$ cat config.mk
export PLATFORM = sky130hd
export DESIGN_NAME = decade_cnt_arbiter
export DESIGN_NICKNAME = d
export VERILOG_FILES = /design/src/rtl/decade_cnt_arbiter.sv
export SDC_FILE = /design/constraint.sdc
export NUM_CORES = 1
export LEC_CHECK = 0
export BUFFER_PORTS_ARGS = -buffer_cell sky130_fd_sc_hd__buf_2
export CORE_MARGIN = 3
export CORE_UTILIZATION = 30
export CTS_CLUSTER_DIAMETER = 100
export DETAILED_ROUTE_END_ITERATION = 16
export MAX_ROUTING_LAYER = met4
export SLEW_MARGIN = 10
export SYNTH_ARGS = -nofsm -noshare
export SYNTH_HDL_FRONTEND = slang
export SYNTH_SLANG_ARGS = --single-unit
export TNS_END_PERCENT = 5
$ cat constraint.sdc
create_clock -name clk -period 2.97 [get_ports clk]
set_clock_uncertainty 0.2 [all_clocks]
set_input_delay 0.1485 -clock clk [delete_from_list [all_inputs] [get_ports clk]]
set_output_delay 0.1485 -clock clk [all_outputs]
set_load 0.01 [all_outputs]
$ cat src/rtl/decade_cnt_arbiter.sv
// Round-robin arbiter sharing one mod-10 counter among NREQ requesters.
// Optional build macro DECADE_CNT_CLR_ON_GRANT_EN clears the counter at each legal grant.
module decade_cnt_arbiter #(
    parameter int NREQ  = 4,
    parameter int LEN_W = 4
) (
    input  logic                  clk,
    input  logic                  rst,
    input  logic [NREQ-1:0]       req,
    input  logic [NREQ*LEN_W-1:0] len,
    output logic [NREQ-1:0]       gnt,
    output logic                  busy,
    output logic                  cnt_en,
    output logic [3:0]            cnt,
    output logic [NREQ-1:0]       done,
    output logic                  err
);

    localparam int IDX_W = (NREQ > 1) ? $clog2(NREQ) : 1;

    localparam logic [1:0] IDLE  = 2'd0;
    localparam logic [1:0] GRANT = 2'd1;
    localparam logic [1:0] RUN   = 2'd2;
    localparam logic [1:0] DONE  = 2'd3;

    logic [1:0]       state;
    logic [IDX_W-1:0] ptr;
    logic [LEN_W-1:0] rem;

    logic             found;
    logic [IDX_W-1:0] win;
    logic [IDX_W-1:0] cand;
    logic [NREQ-1:0]  win_onehot;
    logic [LEN_W-1:0] len_win;
    logic             illegal;
    logic             grant_now;
    logic             cnt_clr;
    int               idx;

    // Search upward from the requester after the last one granted, wrapping around.
    always_comb begin
        found      = 1'b0;
        win        = '0;
        cand       = '0;
        idx        = 0;
        len_win    = '0;
        win_onehot = '0;
        for (int i = 1; i <= NREQ; i++) begin
            idx  = (int'(ptr) + i) % NREQ;
            cand = IDX_W'(idx);
            if (!found && req[cand]) begin
                found = 1'b1;
                win   = cand;
            end
        end
        for (int i = 0; i < NREQ; i++) begin
            if (IDX_W'(i) == win) begin
                len_win = len[i*LEN_W +: LEN_W];
            end
        end
        win_onehot[win] = 1'b1;
    end

    assign illegal   = (len_win == '0) || ({{(32-LEN_W){1'b0}}, len_win} > 32'd9);
    assign grant_now = (state == IDLE) && (|req);

`ifdef DECADE_CNT_CLR_ON_GRANT_EN
    assign cnt_clr = grant_now && !illegal;
`else
    assign cnt_clr = 1'b0;
`endif

    // Outputs are registered from the state being entered, so each one lines up with its state.
    always_ff @(posedge clk) begin
        if (rst) begin
            state  <= IDLE;
            ptr    <= IDX_W'(NREQ - 1);
            rem    <= '0;
            gnt    <= '0;
            busy   <= 1'b0;
            cnt_en <= 1'b0;
            done   <= '0;
            err    <= 1'b0;
        end else begin
            done <= '0;
            err  <= 1'b0;
            case (state)
                IDLE: begin
                    if (grant_now) begin
                        state <= GRANT;
                        busy  <= 1'b1;
                        gnt   <= win_onehot;
                        ptr   <= win;
                        rem   <= len_win;
                        err   <= illegal;
                    end
                end
                GRANT: begin
                    // err is high exactly when the latched length was illegal.
                    if (err) begin
                        state <= DONE;
                        done  <= gnt;
                    end else begin
                        state  <= RUN;
                        cnt_en <= 1'b1;
                    end
                end
                RUN: begin
                    rem <= rem - LEN_W'(1);
                    if (rem == LEN_W'(1)) begin
                        state  <= DONE;
                        cnt_en <= 1'b0;
                        done   <= gnt;
                    end
                end
                default: begin
                    state <= IDLE;
                    gnt   <= '0;
                    busy  <= 1'b0;
                end
            endcase
        end
    end

    always_ff @(posedge clk) begin
        if (rst) begin
            cnt <= 4'd0;
        end else if (cnt_clr) begin
            cnt <= 4'd0;
        end else if (cnt_en) begin
            cnt <= (cnt == 4'd9) ? 4'd0 : cnt + 4'd1;
        end
    end

endmodule

# Yosys cells after proc, flatten, opt, wreduce, memory -nomap -nowiden
# Index checks and enable logic that the tools add are counted.
# word_totals
elab_cells,95
inputBits,22
reg_bits,23
# op_classes
order_cmp,7
eq_ne,10
mux,38
n_reduce_logical,22
bitwise,3
addsub,6
# op_table
operator,count
two-way mux 4 bit,9
case mux 4 bit (2 select lines),3
less-than comparator 2 x 3 -> 1 bit (second input constant),5
two-way mux 1 bit,12
two-way mux 2 bit,6
binary-select mux 1 bit (select 2 bit),4
AND reduction 2 bit,4
!= test 2 bit (second input constant),3
case mux 2 bit (3 select lines),1
logical AND 1 bit,5
adder 2 x 1 -> 2 bit (second input constant),2
adder 2 bit (second input constant),2
adder 4 x 1 -> 4 bit (second input constant),1
equality test 2 bit (first input constant),2
equality test 4 x 1 -> 1 bit (second input constant),1
equality test 4 bit (second input constant),1
greater-than comparator 4 bit (second input constant),1
logical NOT 2 bit,2
logical NOT 4 bit,1
case mux 1 bit (2 select lines),2
nonzero test 2 bit,2
OR reduction 4 bit,1
subtractor 4 x 1 -> 4 bit (second input constant),1
logical NOT 1 bit,3
other kinds (10),12

# Depth between registers and ports, before layout
# Gate-level depths: netlist of the first run.
# depth
depth_word,20
ltp_mapped,8
mapped_depth_nobuf,7

# Worst setup path after synthesis of the first run
# Ideal clock, no wire load.
# synth_path
path_type,register to register
from,reg ptr[0]
to,reg err
setup_slack_ns,0.843
path_stages_with_launch,8
t_arrival_ns,1.848
synth_period_minus_slack_ns,2.127
n_path_buf,1
t_required_ns,2.691
cell_sequence,dfxtp_1 and2b_1 o221ai_2 buf_6 mux2i_1 mux2i_1 or4_1 a211oi_2
# synth_between
elab_chain_len,20
elab_cells_between_ends,36
# synth_rtl
element,line_no,rtl
from (decl),27,logic [IDX_W-1:0] ptr;
from (signal assigned),77,ptr <= IDX_W'(NREQ - 1);
from (signal assigned),93,ptr <= win;
adder 2 x 1 -> 2 bit,49,idx = (int'(ptr) + i) % NREQ;
binary-select mux 1 bit (select 2 bit),51,if (!found && req[cand]) begin
two-way mux 1 bit (implied by the code),51,
two-way mux 1 bit,51,
logical NOT 1 bit,51,
logical AND 1 bit,51,
two-way mux 1 bit,51,
logical NOT 1 bit,51,
[2 not listed],n/a,
logical NOT 1 bit,51,
logical AND 1 bit,51,
two-way mux 2 bit *,51,
logical NOT 2 bit,57,if (IDX_W'(i) == win) begin
two-way mux 4 bit (3 in a row),57,
two-way mux 4 bit *,57,
greater-than comparator 4 bit / logical NOT 4 bit (equally long branches),64,"assign illegal = (len_win == '0) || ({{(32-LEN_W){1'b0}}, len_win} > 32'd9);"
logical OR 1 bit *,64,
to (signal assigned),95,err <= illegal;
to (decl),16,output logic err
# Mark *: on every way between the ends. The rest lies on a longest branch, timed or not. The select of a mux whose other input is x is not followed.
# A chain may end at the register's enable or synchronous reset.

# Worst setup path after layout of the first run
# layout_path
from,reg ptr[1]
to,reg err
# The elaborated chain is that of the path after synthesis.

==> results.json, run 1 <==
{
  "clk_latency_ns": 0.27,
  "htreeDepth": 1,
  "cts_tree": "yes",
  "fillers": 406,
  "drv_cap": 0,
  "area_growth_pct": 21.4,
  "antenna_found_initial": 0,
  "io_pins": 37,
  "die_w_um": 70.4,
  "numCtsBuffers": 3,
  "vias_per_cell": 4.82,
  "ctsHoldBuffers": 0,
  "pwr_density_cell_nw_per_um2": 823,
  "io_buffers": 36,
  "drc": 0,
  "instances_no_fill": 231,
  "rsz0062_at_grt": "false",
  "num_vias": 1113,
  "crit_required_ns": 2.97,
  "drive_gt1_share_pct": 24.6,
  "ant_nets": 0,
  "yosysSeqAreaShare_pct": 37.0,
  "status": "completed",
  "ys_warn_count": 0,
  "path_max_fanout": 8,
  "met2_usage_pct": 16.0,
  "fin_nets": 212,
  "synth_cell_types": 38,
  "synth_area_um2": 1240,
  "final_util_pct": 39.5,
  "grt-ovfl-total": 0,
  "power_mw": 1.24,
  "start_util_pct": 32.5,
  "hold_violations": 0,
  "synth.avg_cell_area_um2": 8.53,
  "cts_setup_buffers": 0,
  "final_cell_mix": "buf_2 (36), dfxtp_1 (23), nor2_1 (19)",
  "peakVddDrop_uv": 234,
  "dp.cells": 227,
  "cp-start-kind": "flip-flop",
  "report.final.slew_viol_count": 0,
  "synth_seq_cells": 23,
  "grt_start_max_net_pins": 21,
  "min_path_type": "in2reg",
  "clock.fmax_mhz": 424,
  "setup_viol": 0,
  "multi_input_area_um2": 736,
  "busiest_layer": "met2",
  "finalWeightedCongestion": 0.803,
  "drt-wirelength-per-cell_um": 10.7,
  "ctsRootBufferMaster": "clkbuf_8",
  "relSlewSlack_pct": 58.3,
  "endpoint_kind": "flip-flop",
  "cts-resized-gates": 0,
  "die_area_um2": 4960,
  "hpwlAfterDp_um": 1950,
  "leakagePower_nw": 0.687,
  "grt_pass1_vias": 1008,
  "grtUsageMet3_pct": 2.30,
  "r2r_setup_slack_ns": 0.61,
  "drt_iter0_drc": 25,
  "min_period_ns": 2.36,
  "grt_pass1_wl_um": 4340,
  "grtUsageMet1_pct": 14.6,
  "die_h_um": 70.4,
  "cts.clk_slew.worst_paths_ns": 0.09,
  "setup_tns_ns": 0,
  "synth_cells": 146,
  "track_usage_pct": 10.8,
  "worst_pin_slew_ns": 0.619,
  "num_rows": 22,
  "fin_crit_sh_pct": 79.4,
  "critical_path_arrival_ns": 2.36,
  "cts_buffer_depth": 2,
  "worstSetupPathType": "reg2reg",
  "num_antenna_cells": 0,
  "dr.pass1.iters": 4,
  "clock-sinks": 23,
  "totalWireLength_um": 2460,
  "final_common_cell": "buf_2",
  "seq_area_um2": 460,
  "synth_nets": 174,
  "core_um2": 3830
}
==> power breakdown <==
group / total, mW / switching, mW / internal (mW)
sequential: 0.456 / 0.0671 / 0.389
clock: 0.198 / 0.103 / 0.0949
combinational: 0.591 / 0.334 / 0.257
total: 1.24 / 0.504 / 0.741
==> final timing paths <==
check	start	endpoint	depth (start not counted)
worst min-delay path	rst	gnt[2]$_SDFFE_PP0P_	2
worst min register to register	gnt[0]$_SDFFE_PP0P_	gnt[0]$_SDFFE_PP0P_	2
worst max register to register	ptr[1]$_SDFFE_PP1P_	err$_SDFF_PP0_	7
worst max-delay path	ptr[1]$_SDFFE_PP1P_	err$_SDFF_PP0_	7
==> stage by stage <==
step           hold slack, ns  cell area [um^2]  setup WS, ns
2_1_floorplan           0.141              1240         0.843
3_3_place_gp            0.256              1460         0.686
5_1_grt                0.0794              1510         0.431
4_1_cts                0.0766              1510         0.612
3_5_place_dp            0.263              1460         0.640
6_report               0.0692              1510         0.613
==> metal layers <==
metal,vias to the layer above,share of wire (%)
met1,484,48
met5,-,0
met3,5,6.6
li1,591,-
met4,0,1.1
met2,33,45
==> cells in the mapped netlist (all sizes together) <==
cell	count	area, um^2
inv	5	18.8
a211o	2	17.5
or3	1	6.26
buf	2	22.5
nor2	19	71.3
nor3	4	20.0
and2	4	25.0
xor2	1	8.76
a211oi	2	20.0
nor3b	2	15.0
nand2	9	33.8
xnor2	1	8.76
a22oi	1	7.51
or2b	1	8.76
nand3	5	30.0
nor4	2	12.5
a21boi	1	7.51
a21oi	13	65.1
dfxtp	23	460
ha	6	75.1
nor2b	4	25.0
or4	1	7.51
and2b	1	7.51
nand2b	3	18.8
mux2i	12	120
o221ai	1	15.0
nand3b	1	7.51
a31oi	2	12.5
o21a	1	7.51
a32oi	1	8.76
or2	1	6.26
o21ai	10	50.0
a21o	1	7.51
clkbuf	2	7.51
a221oi	1	8.76
==> logic make-up after synthesis <==
logic type	synth area share, %
AND/OR/NAND/NOR	23.7
AO/OA/AOI/OAI	18.3
adder cells (fa/ha/maj)	6.03
XOR/XNOR	1.41
flip-flops	37.0
buffers and inverters	3.92
multiplexers	9.65
==> registers in the layout, indices dropped and copies added, names as in the netlist <==
name    cells
gnt         4
cnt_en      1
done        4
busy        1
ptr         2
cnt         4
state       2
err         1
rem         4
==> cell type report <==
| class | instances | share of cell area, % |
|---|---|---|
| Timing Repair Buffer | 37 | 12.4 |
| Clock buffer | 3 | 2.73 |
| Sequential cell | 23 | 30.5 |
| Tap cell | 48 | 3.97 |
| Inverter | 5 | 1.24 |
| Multi-Input combinational cell | 114 | 48.7 |
| Clock inverter | 1 | 0.497 |
==> critical path, cell delays in order, from the launching register on <==
cell	delay, ns
dfxtp_1	0.41
o21ai_1	0.11
o221ai_2	0.27
buf_4	0.25
mux2i_1	0.20
mux2i_1	0.12
or4_1	0.55
a211oi_2	0.18
(Power assumes the default switching activity.)
==> run 2, diff against run 1 <==
--- a/config.mk
+++ b/config.mk
@@ -5,6 +5,7 @@
 export SDC_FILE = /design/constraint.sdc
 export NUM_CORES = 1
 export LEC_CHECK = 0
+export ABC_AREA = 1
 export BUFFER_PORTS_ARGS = -buffer_cell sky130_fd_sc_hd__buf_2
 export CORE_MARGIN = 3
 export CORE_UTILIZATION = 30
==> constraint.sdc (replaced) <==
create_clock -name clk -period 2.1 [get_ports clk]
set_clock_uncertainty 0.2 [all_clocks]
set_input_delay 0.105 -clock clk [delete_from_list [all_inputs] [get_ports clk]]
set_output_delay 0.105 -clock clk [all_outputs]
set_load 0.01 [all_outputs]
==> run 2 against run 1 <==
Net effect: the flow now finishes with violations (negative setup slack); clock-buffer cell count unchanged; cell count up 50%; non-clock buffer count up 21; critical path depth up 9; synthesized cell count up 53%; area after synthesis up 19%; setup slack worse by 0.69 ns; combinational power rose to 4.1 times the previous value; largest cell class unchanged; highest routed layer unchanged.
==> results.json, run 2 <==
{
  "drt_iter0_drc": 35,
  "numCtsBuffers": 3,
  "pre_cts_slack_ns": -0.247,
  "synth.avg_cell_area_um2": 6.62,
  "synth_common_cells": "nand2_1 (59), inv_1 (29), dfxtp_1 (23)",
  "critical_path_arrival_ns": 2.18,
  "final_cell_mix": "nand2_1 (51), buf_2 (36), inv_1 (28)",
  "synthArstFlopShare_pct": 0,
  "synth_seq_cells": 23,
  "cts_buffer_depth": 2,
  "clock.fmax_mhz": 460,
  "violations": "negative setup slack",
  "clk_latency_ns": 0.26,
  "grt_pass1_vias": 1396,
  "worstSetupPathType": "reg2reg",
  "drc": 0,
  "ys_warn_count": 0,
  "min_path_type": "in2reg",
  "synth_area_leaders": "dfxtp_1 (31%), nand2_1 (15%), inv_1 (7.4%)",
  "yosysSeqAreaShare_pct": 31.2,
  "drive_gt1_share_pct": 34.4,
  "path_cells": "buf_6 > nand2_2 > nand2_2 > nand2_4 > nand2_4 > nor2_4 > nand4_1 > nand2_4 > inv_6 > nor2_4 > inv_2 > o21ai_2 > nand2_1 > nand2_1 > nand2_1 > nor2_1",
  "synth_nets": 251,
  "vias_per_cell": 4.55,
  "leakagePower_nw": 1.01,
  "synth.most_common_cell": "nand2_1",
  "totalWireLength_um": 3760,
  "num_rows": 24,
  "dr.pass1.iters": 4,
  "relSlewSlack_pct": 66.0,
  "synth_edf_count": 0,
  "die_h_um": 76.2,
  "min_path_cells": 2,
  "finalInstanceArea_um2": 2030,
  "pwr_density_cell_nw_per_um2": 1660,
  "hpwlAfterDp_um": 2800,
  "fin_nets": 311,
  "die_w_um": 76.2,
  "drv_cap": 0,
  "synth_top_area_share_pct": 31.2,
  "fin_crit_sh_pct": 103,
  "clock-sinks": 23,
  "num_vias": 1580,
  "io_pins": 37,
  "hold_violations": 0,
  "cp-start-kind": "flip-flop",
  "min_period_ns": 2.17,
  "crit_required_ns": 2.10,
  "path_max_fanout": 7,
  "antenna_found_initial": 0,
  "peakVddDrop_uv": 801,
  "start_util_pct": 32.3,
  "grt_pass1_wl_um": 6260,
  "r2r_start": "ptr[0]$_SDFFE_PP1P_",
  "worst_path_largest_cell_delay_ns": 0.38,
  "status": "complete, but fails checks",
  "die_area_um2": 5800,
  "r2r-end": "err$_SDFF_PP0_",
  "hold_end": "rem[1]$_SDFFE_PP0P_",
  "r2r_setup_slack_ns": -0.07,
  "drt-wirelength-per-cell_um": 10.8,
  "worst_pin_slew_ns": 0.505,
  "ant_nets": 0,
  "hold_start": "rst",
  "core_um2": 4560,
  "report.final.slew_viol_count": 0,
  "track_usage_pct": 13.0,
  "yosysTopAreaCell": "dfxtp_1",
  "r2r_cells": 16,
  "synth_flop_cell": "dfxtp_1",
  "rsz0062_at_grt": "true",
  "synth_cells": 223,
  "fin_ws_ns": -0.0733,
  "area_growth_pct": 37.8,
  "placed_area_um2": 1820,
  "endpoint_kind": "flip-flop",
  "slowest_stage": "dfxtp_4",
  "finalWeightedCongestion": 0.850,
  "hold_slack_ns": 0.0285,
  "io_buffers": 36,
  "grt-ovfl-total": 0,
  "synth_cell_types": 32,
  "grt_start_max_net_pins": 17,
  "ctsRootBufferMaster": "clkbuf_8",
  "htreeDepth": 1,
  "fillers": 499,
  "final_common_cell": "nand2_1",
  "synth_area_um2": 1480,
  "cts.clk_slew.worst_paths_ns": 0.08,
  "setup_viol": 5,
  "power_mw": 3.37,
  "num_antenna_cells": 0,
  "cts_tree": "yes"
}
run 2: what timing repair did:
action,4_1_cts,5_1_grt
resized for setup,11,21
gates cloned,0,1
endpoints found under the setup margin,8,7
buffers inserted,1,5
pin swaps,2,16
hold endpoints to repair,1,0
hold buffers,1,0
run 2: where the power goes:
| group | switching, mW | internal [mW] | total (mW) | leakage, nW |
|---|---|---|---|---|
| Sequential | 0.100 | 0.565 | 0.665 | 0.189 |
| Combinational | 1.40 | 1.04 | 2.43 | 0.793 |
| Clock | 0.140 | 0.132 | 0.272 | 0.0255 |
run 2: through the flow:
step	instances	util (%)	setup TNS, ns
2_1_floorplan	223	-	0
3_3_place_gp	335	40.0	-0.803
3_5_place_dp	335	40.0	-1.26
4_1_cts	341	42.2	-0.0232
5_1_grt	347	44.6	-1.09
6_report	347	44.6	-0.222
run 2: kinds of logic (layout without fill, tap and decap cells):
kind of cell / Yosys count / count (layout) / synth area share [%]
simple gates: 118 / 119 / 37.6
compound gates: 38 / 38 / 15.2
buf+inv: 37 / 95 / 10.3
flops: 23 / 23 / 31.2
fa+ha+maj: 6 / 6 / 5.08
xor+xnor: 1 / 1 / 0.593
run 2: worst max-delay path by stage:
stage                              startpoint             endpoint  slack [ns]  depth (start not counted)
after CTS                 ptr[0]$_SDFFE_PP1P_       err$_SDFF_PP0_       -0.01                         16
after detailed placement  ptr[0]$_SDFFE_PP1P_  rem[0]$_SDFFE_PP0P_       -0.25                         14
after global placement    ptr[0]$_SDFFE_PP1P_  rem[2]$_SDFFE_PP0P_       -0.19                         15
after floorplan           ptr[0]$_SDFFE_PP1P_  rem[0]$_SDFFE_PP0P_        0.08                         15
after global routing      ptr[0]$_SDFFE_PP1P_       err$_SDFF_PP0_       -0.25                         16
final                     ptr[0]$_SDFFE_PP1P_       err$_SDFF_PP0_       -0.07                         16
run 2: final cells by class:
type,instances,area (um^2),area share (%)
Clock buffer,3,41.3,2.03
Sequential cell,23,468,23.0
Timing Repair Buffer,58,352,17.3
Tap cell,65,81.3,4.00
Inverter,33,134,6.58
Clock inverter,1,5.00,0.246
Multi-Input combinational cell,164,953,46.9
run 2: layer usage:
layer	wire length [um]	part of all wire, %	global-route usage (%)	vias up
li1	-	-	-	850
met1	1920	51	17.6	685
met2	1620	43	20.4	41
met3	177	4.7	1.77	4
met4	44	1.2	3.80	0
met5	0	0	-	-
run 2: critical path, delay by kind of cell (launching register included):
kind / cells / cell delay [ns]
AND/OR/NAND/NOR: 12 / 1.13
flip-flops: 1 / 0.38
AO/OA/AOI/OAI: 1 / 0.15
buffers and inverters: 3 / 0.25
